$ cat src/rtl/tlb_op_unit.sv
// TLB maintenance initiator: runs TLBR/TLBWI/TLBWR/TLBP against the MMU port,
// owns the CP0 Random counter and returns results for CP0 write-back.
package tlb_op_pkg;
  typedef struct packed {
    logic [18:0] vpn2;
    logic [7:0]  asid;
    logic        g;
    logic [19:0] pfn0;
    logic [2:0]  c0;
    logic        d0;
    logic        v0;
    logic [19:0] pfn1;
    logic [2:0]  c1;
    logic        d1;
    logic        v1;
  } tlb_entry_t;
endpackage

module tlb_op_unit
  import tlb_op_pkg::*;
#(
  parameter int TLB_ENTRIES = 16,
  parameter int INDEX_WIDTH = $clog2(TLB_ENTRIES)
) (
  input  logic                   clk,
  input  logic                   rst,
  input  logic                   op_valid,
  output logic                   op_ready,
  input  logic [1:0]             op_type,
  input  logic [INDEX_WIDTH-1:0] cp0_index,
  input  logic [31:0]            cp0_entry_hi,
  input  logic [31:0]            cp0_entry_lo0,
  input  logic [31:0]            cp0_entry_lo1,
  input  logic [INDEX_WIDTH-1:0] wired,
  input  logic                   wired_we,
  output logic [INDEX_WIDTH-1:0] tlbrw_index,
  output logic                   tlbrw_we,
  output tlb_entry_t             tlbrw_wdata,
  input  tlb_entry_t             tlbrw_rdata,
  output logic [31:0]            tlbp_entry_hi,
  input  logic [31:0]            tlbp_index,
  output logic                   resp_valid,
  input  logic                   resp_ready,
  output logic [1:0]             resp_type,
  output logic [31:0]            resp_index,
  output tlb_entry_t             resp_entry,
  output logic [INDEX_WIDTH-1:0] random
);

  localparam logic [INDEX_WIDTH-1:0] RAND_TOP = INDEX_WIDTH'(TLB_ENTRIES - 1);
  localparam logic [1:0] OP_TLBR  = 2'd0;
  localparam logic [1:0] OP_TLBWI = 2'd1;
  localparam logic [1:0] OP_TLBWR = 2'd2;
  localparam logic [1:0] OP_TLBP  = 2'd3;

  typedef enum logic [1:0] {IDLE = 2'd0, EXEC = 2'd1, RESP = 2'd2} state_t;

  state_t     state_r;
  logic [1:0] op_type_r;

  // EntryHi[12:8], EntryLo[31:26] and the upper probe-index bits carry nothing we use.
  logic unused_bits_s;
  assign unused_bits_s = &{1'b0, cp0_entry_hi[12:8], cp0_entry_lo0[31:26],
                           cp0_entry_lo1[31:26], tlbp_index[30:INDEX_WIDTH]};

  function automatic tlb_entry_t pack_entry(input logic [18:0] vpn2,
                                            input logic [7:0]  asid,
                                            input logic [25:0] lo0,
                                            input logic [25:0] lo1);
    tlb_entry_t e;
    e.vpn2 = vpn2;
    e.asid = asid;
    e.g    = lo0[0] & lo1[0];
    e.pfn0 = lo0[25:6];
    e.c0   = lo0[5:3];
    e.d0   = lo0[2];
    e.v0   = lo0[1];
    e.pfn1 = lo1[25:6];
    e.c1   = lo1[5:3];
    e.d1   = lo1[2];
    e.v1   = lo1[1];
    return e;
  endfunction

  // Random counter: free-running down-count over [wired, TLB_ENTRIES-1].
  always_ff @(posedge clk or negedge rst) begin
    if (!rst) begin
      random <= RAND_TOP;
    end else if (wired_we) begin
      random <= RAND_TOP;
    end else if ((random <= wired) || (wired >= RAND_TOP)) begin
      random <= RAND_TOP;
    end else begin
      random <= random - 1'b1;
    end
  end

  // Operation FSM; MMU-facing and response outputs are all registered here.
  always_ff @(posedge clk or negedge rst) begin
    if (!rst) begin
      state_r       <= IDLE;
      op_type_r     <= 2'd0;
      op_ready      <= 1'b1;
      resp_valid    <= 1'b0;
      tlbrw_we      <= 1'b0;
      tlbrw_index   <= '0;
      tlbrw_wdata   <= '0;
      tlbp_entry_hi <= 32'd0;
      resp_type     <= 2'd0;
      resp_index    <= 32'd0;
      resp_entry    <= '0;
    end else begin
      case (state_r)
        IDLE: begin
          if (op_valid) begin
            // Latching straight into the MMU registers makes them the held copy of the request.
            op_type_r     <= op_type;
            op_ready      <= 1'b0;
            tlbrw_index   <= (op_type == OP_TLBWR) ? random : cp0_index;
            tlbrw_we      <= (op_type == OP_TLBWI) || (op_type == OP_TLBWR);
            tlbrw_wdata   <= pack_entry(cp0_entry_hi[31:13], cp0_entry_hi[7:0],
                                        cp0_entry_lo0[25:0], cp0_entry_lo1[25:0]);
            tlbp_entry_hi <= cp0_entry_hi;
            state_r       <= EXEC;
          end
        end
        EXEC: begin
          tlbrw_we   <= 1'b0;
          resp_valid <= 1'b1;
          resp_type  <= op_type_r;
          if (op_type_r == OP_TLBR) begin
            resp_entry <= tlbrw_rdata;
          end
          if (op_type_r == OP_TLBP) begin
            resp_index <= {tlbp_index[31], {(31-INDEX_WIDTH){1'b0}},
                           tlbp_index[INDEX_WIDTH-1:0]};
          end
          state_r <= RESP;
        end
        RESP: begin
          if (resp_ready) begin
            resp_valid <= 1'b0;
            op_ready   <= 1'b1;
            state_r    <= IDLE;
          end
        end
        default: begin
          state_r    <= IDLE;
          op_ready   <= 1'b1;
          resp_valid <= 1'b0;
          tlbrw_we   <= 1'b0;
        end
      endcase
    end
  end

endmodule

$ cat config.mk
export PLATFORM = sky130hd
export DESIGN_NAME = tlb_op_unit
export DESIGN_NICKNAME = d
export VERILOG_FILES = /design/src/rtl/tlb_op_unit.sv
export SDC_FILE = /design/constraint.sdc
export NUM_CORES = 1
export LEC_CHECK = 0
export ABC_CLOCK_PERIOD_IN_PS = 3660
export BUFFER_PORTS_ARGS = -buffer_cell sky130_fd_sc_hd__buf_2
export CELL_PAD_IN_SITES_DETAIL_PLACEMENT = 0
export CELL_PAD_IN_SITES_GLOBAL_PLACEMENT = 2
export CORE_AREA = 3 3 177 179
export CTS_CLUSTER_DIAMETER = 40
export CTS_CLUSTER_SIZE = 8
export DETAILED_ROUTE_END_ITERATION = 10
export DIE_AREA = 0 0 180 182
export GPL_TIMING_DRIVEN = 0
export PLACE_DENSITY_LB_ADDON = 0.12
export SETUP_SLACK_MARGIN = 0.1
export SYNTH_ARGS = -nofsm -noshare
export SYNTH_HDL_FRONTEND = slang
export SYNTH_SLANG_ARGS = --single-unit
$ cat constraint.sdc
create_clock -name clk -period 3.66 [get_ports clk]
set_input_delay 0.549 -clock clk [delete_from_list [all_inputs] [get_ports clk]]
set_output_delay 0.549 -clock clk [all_outputs]
set_load 0.005 [all_outputs]
After elaboration in Yosys (flattened, before gate mapping):

Index checks and enable logic that the tools add are counted.

* register bits after elaboration: 210
* bits in latches: 0
* memory bits (writable): 0
* ROM bits: 0
* input bits: 221
* memories: 0

* add/sub/neg operators: 1
* multiply operators: 0
* divide/modulo/power cells: 0
* order comparisons: 2
* eq/ne operators: 7
* shift-type cells: 0
* multiplexer cells: 13
* bitwise logic cells: 4
* reduce and logical (&&, ||, !) cells: 11

Operators by type and width (count)
* $mux 4: 3
* $reduce_and 2->1: 6
* $eq 2x2->1 const B: 3
* $pmux 1 s3: 2
* $pmux 2 s3: 1
* $eq 2x1->1 const B: 2
* $ge 4x4->1 const B: 1
* $le 4x4->1: 1
* $logic_not 2->1: 2
* $mux 1: 4
* $mux 2: 2
* $ne 2x2->1 const B: 2
* $sub 4x1->4 const B: 1
* $not 1->1: 3
* $reduce_and 3->1: 1
* $logic_or 1x1->1: 2
* $pmux 1 s2: 1
* $and 1x1->1: 1

Logic depth before layout (Yosys ltp):

Gate-level depths: netlist (run 1).

* word-level depth: 4
* gate-level depth with buffers: 6
* mapped depth without buffers: 5

Least setup slack after synthesis (run 1):

OpenSTA, ideal clock, no wires.

* path type: register -> register
* start: register state_r[1]
* end: register resp_entry[56] in the netlist's numbering
* arrival: 1.468 ns
* required time: 3.533 ns
* path slack: 2.065 ns
* stages on the path, launching flop included: 6
* path buffers: 2
* clock period less this slack: 1.595 ns
* cells stage by stage: dfrtp_1 -> nand2b_2 -> nor3_4 -> buf_4 -> buf_6 -> mux2_1

* word-level cells in the longest chain between the ends: 2

Ends and longest elaborated chain
* start: declaration: line 58 `state_t state_r;`
* start signal: assignment: line 101 `state_r <= IDLE;`
* start signal: assignment: line 124 `state_r <= EXEC;`
* start signal: assignment: line 138 `state_r <= RESP;`
* $eq 2x1->1: line 113 `case (state_r)`
* $reduce_and 2->1 (no line)
* end signal: assignment: line 132 `resp_entry <= tlbrw_rdata;`
* end: declaration: line 46 `output tlb_entry_t resp_entry,`

Every way passes these cells.
A chain may end at the register's enable or synchronous reset.

Worst setup path in the final report (run 1):

Same ends and word-level chain as after synthesis.

==> results of run 1 <==
-- cells in the final DEF (no fill, tap or decap), drive strengths merged --
cell and n:
buf 462, dfrtp 178, mux2 169, conb 27, clkbuf 19, inv 15
ha 6, nor2 5, a21oi 5, dfstp 5, clkinv 5, o211ai 4
mux2i 4, diode 3, xnor2 2, o21a 2, o21ai 2, nor3 2
nor3b 2, nand2b 2, nor2b 1, o211a 1, a21o 1, a41o 1
a41oi 1, nand4 1, o22a 1, nand3 1, or3 1, nand2 1
clkinvlp 1
-- through the flow --
| stage | power, mW | TNS [ns] | std cells | setup WS [ns] | util (%) |
|---|---|---|---|---|---|
| 2_1_floorplan | 5.23 | 0 | 507 | 2.06 | - |
| 3_3_place_gp | 6.97 | -243.28 | 1284 | -1.39 | 33.5 |
| 3_5_place_dp | 7.00 | 0 | 1285 | 1.63 | 33.6 |
| 4_1_cts | 8.91 | 0 | 1317 | 1.71 | 35.5 |
| 5_1_grt | 9.34 | 0 | 1320 | 1.64 | 35.6 |
| 6_report | 8.68 | 0 | 1320 | 1.78 | 35.6 |
-- critical path, stage by stage (launching register included) --
cell and delay [ns]:
dfrtp_1 0.45, nand2b_2 0.26, nor3_4 0.27, buf_4 0.26
buf_6 0.18, mux2_1 0.33
-- cell families after synthesis --
kind of cell / Yosys count
compound gates: 18
xor+xnor: 2
fa+ha+maj: 6
buf+inv: 82
flops: 183
mux: 173
other cells: 1
simple gates: 16
-- metal layers --
metal,up-vias,part of all wire [%]
li1,2446,-
met2,216,53
met5,-,0.089
met1,2519,39
met4,2,1.1
met3,18,6.6
-- power breakdown --
part           switching (mW)  internal, mW
combinational            1.32          1.96
clock                   0.902         0.946
sequential              0.527          3.03
total                    2.75          5.93
-- flip-flops by register name (all words and copies together) (netlist names) --
name,cells
tlbrw_wdata,77
resp_entry,78
resp_type,2
tlbp_entry_hi,6
state_r,2
tlbrw_index,4
resp_valid,1
random,4
resp_index,5
tlbrw_we,1
op_ready,1
op_type_r,2
-- final cells by class --
type | instances | area share (%)
repair buffers | 388 | 18.7
inverters | 8 | 0.284
flip-flops and latches | 183 | 43.4
clock inverters | 13 | 1.25
plain buffers | 74 | 5.07
clock buffers | 19 | 4.28
multi-input cells | 242 | 22.4
well taps | 390 | 4.62
diodes | 3 | 0.0710
-- worst max path at each step --
| stage | start | end | slack (ns) | cells past startpoint |
|---|---|---|---|---|
| finish | state_r[1]$_DFFE_PN0P_ | resp_entry[56]$_DFFE_PN0P_ | 1.78 | 5 |
| global route | state_r[1]$_DFFE_PN0P_ | resp_entry[59]$_DFFE_PN0P_ | 1.64 | 5 |
| CTS | state_r[0]$_DFFE_PN0P_ | tlbrw_wdata[56]$_DFFE_PN0P_ | 1.71 | 5 |
| detailed placement | op_valid | tlbrw_wdata[56]$_DFFE_PN0P_ | 1.63 | 5 |
| global placement | rst | resp_entry[10]$_DFFE_PN0P_ | -1.39 | 1 |
| floorplan | state_r[1]$_DFFE_PN0P_ | resp_entry[56]$_DFFE_PN0P_ | 2.06 | 5 |
==> out/summary.md, run 1 <==
The flow ran to the end, and the final reports show no timing, DRC or antenna violations. In this run the most used layer during global routing was met2. The final routed DRC violation total was 0; the number of cells traversed by the worst register-to-register path was 5. The routed design has 22.5 mm of wire. Dividing the detail-routed wire length by the instance count gives 17.0 µm. At the pin with the least slew margin, the transition time is 0.834 ns.

STA classifies the critical path startpoint as a flip-flop. The synthesis warning total came out at 0. Measured against its own limit, the worst slew margin works out to 44.4%. The tool flagged a number of max-cap violations equal to 0. The die footprint was 32800 µm²; the compound-gate portion of the synthesized area was 1.69%.

The global route total overflow was 0; the HPWL reported at the end of detailed placement was 17.8 mm. Yosys attributes the largest share of cell area to dfrtp_1, mux2_2, buf_4, mux2_1, dfstp_2. For this run, the detailed router's first-pass iteration total came to 4. After synthesis, the largest family of logic cells by area is multiplexers. Number of endpoints with negative hold slack in the final report: 0. After synthesis, the most frequently instantiated cells are dfrtp_1, mux2_2, buf_4. For this run, global-route usage on met1 was measured as 15.3%.

After the last flow step, the layout net total stands at 1141. The number of antenna violations at the first check in global routing is 4, and the setup clock skew after layout is 0.0121 ns. The synthesized design spends more area on one cell type than any other, namely dfrtp_1. Setup repair after global routing left no endpoint under its margin. The largest fanout on the critical path is 10, and the minimum hold slack is 0.171 ns. The congestion estimate from routability-driven global placement came to 0.717. In this run the post-CTS setup repair buffer count came out at 0. The number of ports placed on the die boundary came out at 454.

The tree built by TritonCTS fans out to 183 sinks. The tools report the largest net degree at the start of global routing as 103. Summing every instance area after synthesis gives 7420 µm². The first global-routing pass estimated 34.2 mm of wire. Met2 usage: 24.7%. The tools report the master cell of the clock root buffer as clkbuf_16.

The initialized floorplan defines 63 standard-cell rows. After synthesis, flip-flops and latches occupy 61.8% of the total area. The count of port buffers added during placement is 387, and the final antenna-violating net count is 0.

Synthesis inferred 183 register bits. The number of different library cells used by synthesis comes to 34. STA puts the critical path data arrival time at 2.18 ns. The met3 capacity usage during global routing was 4.13%; the mux contribution to synthesized area was 26.2%.

Measured along the y axis, the die boundary spans 182 µm. After Yosys synthesis, full adders, half adders and majority gates account for 1.01% of the synthesized area. For this run, the top clock speed supported by timing is 0.532 GHz. The first routing iteration left 117 violations. The type of the worst setup path was reg2reg. The worst register-to-register path begins at state_r[1]$_DFFE_PN0P_. The most instantiated library cell after synthesis is dfrtp_1. The x dimension of the die was 180 µm. The final setup violation count is 0, and the leakage power of the design is 5.32 nW.

Summing the areas of all and, or, nand and nor instances in the mapped netlist gives 1.38% of the synthesized area. The via-per-instance ratio is 3.94, and the aggregate global-route resource usage is 13.6%. The area growth from synthesis to layout is 42.5%. For the number of global-route vias before repair, the log shows 5452.

Kind of end point of the critical path: a flip-flop. The number of resized instances in the post-cts repair step was 0; the standard cell core area was 29700 µm². Of all flip-flops after synthesis, the portion carrying an async set or reset was 100%. The final non-filler cell area was 10600 µm²; the fraction of layout cells with a size suffix above 1 was 70.1%. For this design the ratio of total power to cell area is 821 nW/µm². The worst IR drop on VDD is 0.000262 V, and the placed cell area is 9980 µm². For this block, the via count after detailed routing is 5201.

The worst hold path belongs to the class in2async. The number of hold buffers added after CTS was 0. Counting along the longest clock path gives a buffer depth of 2. In this run, CTS created clock tree buffers numbering 17. The tools report the number of max-slew violations in the final report as 0. The average cell area after synthesis works out to 15.4 µm². The tools report the reg-to-reg endpoint as resp_entry[56]$_DFFE_PN0P_.

The share of the clock period used by the worst path was 51.4%; the initial core utilization was 25.0%. The clock latency of the later-clocked register in the worst-skew pair is 0.43 ns, and the area share of xor/xnor cells in the synthesized design is 0.236%. For flop-to-flop paths, the worst setup slack is 1.78 ns.

TritonCTS built the clock tree. The run gives 4 as the number of H-tree branching levels. After synthesis, the largest area contributor takes up 60.0% of total cell area. Synthesis produced 481 cells.

Fill cells in the final layout number 3023. The combined area of the multi-input logic cells was 2360 µm²; the final critical-path required period was 1.88 ns. At the worst endpoint, the required time is 3.96 ns.

After clock tree synthesis, the clock-pin slew on the worst setup and hold paths is 0.08 ns. The synthesized design contains 0 enable-type register cells. Summing all flip-flop and latch instances after layout gives 4590 µm². Among all flip-flop cells after synthesis, the most frequent one is dfrtp_1.
No activity file was read; power rests on OpenSTA's default activity.
==> run 2: changes to the inputs <==
--- a/config.mk
+++ b/config.mk
@@ -5,15 +5,15 @@
 export SDC_FILE = /design/constraint.sdc
 export NUM_CORES = 1
 export LEC_CHECK = 0
-export ABC_CLOCK_PERIOD_IN_PS = 3660
+export ABC_CLOCK_PERIOD_IN_PS = 1950
 export BUFFER_PORTS_ARGS = -buffer_cell sky130_fd_sc_hd__buf_2
 export CELL_PAD_IN_SITES_DETAIL_PLACEMENT = 0
 export CELL_PAD_IN_SITES_GLOBAL_PLACEMENT = 2
-export CORE_AREA = 3 3 177 179
+export CORE_MARGIN = 3
+export CORE_UTILIZATION = 26
 export CTS_CLUSTER_DIAMETER = 40
 export CTS_CLUSTER_SIZE = 8
 export DETAILED_ROUTE_END_ITERATION = 10
-export DIE_AREA = 0 0 180 182
 export GPL_TIMING_DRIVEN = 0
 export PLACE_DENSITY_LB_ADDON = 0.12
 export SETUP_SLACK_MARGIN = 0.1
==> constraint.sdc (replaced) <==
create_clock -name clk -period 1.95 [get_ports clk]
set_input_delay 0.2925 -clock clk [delete_from_list [all_inputs] [get_ports clk]]
set_output_delay 0.2925 -clock clk [all_outputs]
set_load 0.005 [all_outputs]
==> out/summary.md, run 2 (synthesis results as in run 1) <==
The worst IR drop on VDD came out at 0.000496 V (+89%). The total via count after detailed routing is 5208 (+0.13%). The tools report the reg-to-reg endpoint as tlbrw_wdata[76]$_DFFE_PN0P_. The layer with the highest usage after global routing is met2.

The run finished with clean final reports. STA classifies the critical path startpoint as a flip-flop. The largest fanout on the critical path came out at 10 (unchanged). The number of buffers created by CTS is 17 (unchanged). The final critical-path required period was 1.78 ns (-0.105 ns). TritonCTS built the clock tree. The worst setup path is of the reg2reg kind. For the aggregate global-route resource usage, the log shows 14.2% (+0.57 points). The worst hold path belongs to the class in2reg. The total negative slack came out at 0 ns (unchanged). Clock tree synthesis selected as its root buffer the cell clkbuf_16.

The logs give 2813 (-6.9%) for the count of filler cells inserted in the layout and 0.0811 ns (-0.0897 ns) for the minimum hold slack. The count of port buffers added during placement was 387 (unchanged); the setup clock skew after layout was 0.0139 ns (+0.00178 ns). The clock transition at the register clock pins on the worst setup and hold paths after CTS was 0.07 ns (about the same). The start of the worst register-to-register path was state_r[0]$_DFFE_PN0P_. The number of maximum-capacitance violations is 0 (unchanged).

The routed wire length was 22.0 mm (-2.2%); the fraction of layout cells with a size suffix above 1 was 70.2% (+0.13 points). Register ranked first by flip-flop count: resp_entry. The die span in y came out at 175 µm (-3.9%). Setup repair after global routing left no endpoint under its margin. The worst setup path is captured at a flip-flop. The library cells used most frequently in the layout, excluding fill and tap cells, are buf_2, dfrtp_1, mux2_2.

The tools report the number of clock sinks seen by CTS as 183 (unchanged). The number of detailed-routing iterations run before antenna repair is 4 (unchanged), and the standard cell core area is 27900 µm² (-6.0%). The run gives 0 (unchanged) as the final antenna-violating net count. Wire length of the first global-routing pass: 33.1 mm (-3.2%). The run gives 0.43 ns (about the same) as the clock latency of the later-clocked register in the worst-skew pair.

The die footprint is 30600 µm² (-6.6%). The via-per-instance ratio was 3.96 (+0.52%); the share of the clock period used by the worst path was 91.0% (+40 points). The number of cells traversed by the worst register-to-register path was 5 (unchanged); the global route total overflow was 0 (unchanged). The number of nets in the final layout came out at 1145 (+0.35%). The tools report the HPWL reported at the end of detailed placement as 17.3 mm (-3.0%). The final setup violation count was 0 (unchanged). Leaving out fill and tap cells, the most frequent cell in the layout is buf_2. The tools report the required time at the worst-slack endpoint as 2.26 ns (-1.70 ns).

Placed cell count: 1273 (-0.93%). The number of antenna violations at the first check in global routing came out at 9 (+5). The met3 capacity usage during global routing is 4.30% (+0.18 points). The logs give 0 (unchanged) for the number of max-slew violations in the final report and 454 (unchanged) for the number of ports placed on the die boundary. The x dimension of the die works out to 175 µm (-2.8%). The number of flip-flops under the largest register name is 78 (unchanged), and the total power after layout is 16.3 mW (+87%).

The met2 usage is 25.3% (+0.66 points), and the largest net degree at the start of global routing is 93 (-9.7%). The worst-case clock buffer depth was 2 (unchanged). The slew at the pin with the worst max-slew slack is 0.733 ns (-0.101 ns). The logs give 0.563 GHz (+5.9%) for the highest clock frequency the design can meet and 0 (unchanged) for the final routed DRC violation total. Hold path startpoint: tlbrw_rdata[66].

The number of H-tree branching levels came out at 4 (unchanged). The non-filler instance count after layout was 1315 (-0.38%); the worst setup slack for register-to-register paths was 0.17 ns (-1.60 ns). For the leakage power of the design, the log shows 5.32 nW (about the same). The logs give 61 (-3.2%) for the row count and 133 (+14%) for the violation count after the first detailed-route iteration. The origin of the worst setup path was state_r[0]$_DFFE_PN0P_.

The number of global-route vias before repair was 5334 (-2.2%). The worst hold path passes through 2 cells. The logs give 15.9% (+0.61 points) for the met1 global-route usage and 2.08 ns (-0.10 ns) for the critical path arrival.

The remaining max-slew budget at the tightest pin was 51.1% (+6.8 points); the power per standard cell area was 1530 nW/µm² (+87%). The initial core utilization is 26.6% (+1.6 points). The most critical setup path has its endpoint at tlbrw_wdata[76]$_DFFE_PN0P_.

The largest registers in the layout are resp_entry: 78 flops, tlbrw_wdata: 77 flops, tlbp_entry_hi: 6 flops. The final estimated routing congestion in global placement is 0.712 (-0.68%), and the area added between synthesis and finish is 43.0%. The number of endpoints with negative hold slack in the final report was 0 (unchanged); the average wire per cell in the routed design was 16.7 µm (-1.8%).
## run 2: cell count changes in the layout (fill, tap and decap cells not counted), sizes merged
cell | before | now
clkinvlp | 1 | 5
buf | 462 | 465
clkinv | 5 | 2
diode | 3 | 6
dlygate4sd3 | 0 | 1
inv | 15 | 14
## run 2: worst min path at each step
stage / endpoint / slack [ns]
finish: resp_entry[66]$_DFFE_PN0P_ / 0.08
global route: resp_entry[61]$_DFFE_PN0P_ / 0.06
CTS: resp_entry[66]$_DFFE_PN0P_ / 0.05
detailed placement: tlbrw_wdata[31]$_DFFE_PN0P_ / 0.38
global placement: resp_entry[61]$_DFFE_PN0P_ / 0.46
floorplan: op_type_r[0]$_DFFE_PN0P_ / -0.003
## run 2: routing by layer
layer  wire length (µm)  part of all wire [%]
met5                 41                  0.19
met4                434                   2.0
met3               1550                   7.1
met2              11700                    53
met1               8220                    37
## run 2: layout make-up
type / count / area (µm²) / area share (%)
diodes: 6 / 15.0 / 0.142
plain buffers: 74 / 543 / 5.12
clock buffers: 19 / 443 / 4.18
clock inverters: 13 / 114 / 1.07
inverters: 8 / 30.0 / 0.283
multi-input cells: 242 / 2380 / 22.5
flip-flops and latches: 183 / 4590 / 43.2
well taps: 378 / 473 / 4.46
repair buffers: 392 / 2020 / 19.0
## run 2: timing repair
action	4_1_cts	5_1_grt
pin swaps	1	1
hold buffers	1	0
gates resized for setup	3	3
endpoints found under the hold margin	86	0
buffers inserted	3	0
endpoints found under the setup margin	118	75
## run 2: critical path: stages (launching register included)
cell     delay, ns
dfrtp_1       0.35
buf_2         0.18
nor3b_4       0.32
buf_4         0.16
buf_2         0.27
mux2_2        0.37
## run 2: per-stage QoR
step	cell area [µm²]	util, %	setup WS [ns]
2_1_floorplan	7520	-	0.355
3_3_place_gp	9930	35.5	-2.83
3_5_place_dp	9960	35.7	-0.0463
4_1_cts	10600	37.9	0.0851
5_1_grt	10600	38.0	0.115
6_report	10600	38.0	0.175
## run 2: report_power, final
group / internal, mW / leakage [nW] / total, mW / switching [mW]
Combinational: 3.72 / 2.90 / 6.22 / 2.50
Sequential: 5.68 / 2.16 / 6.68 / 0.997
Clock: 1.71 / 0.260 / 3.36 / 1.65
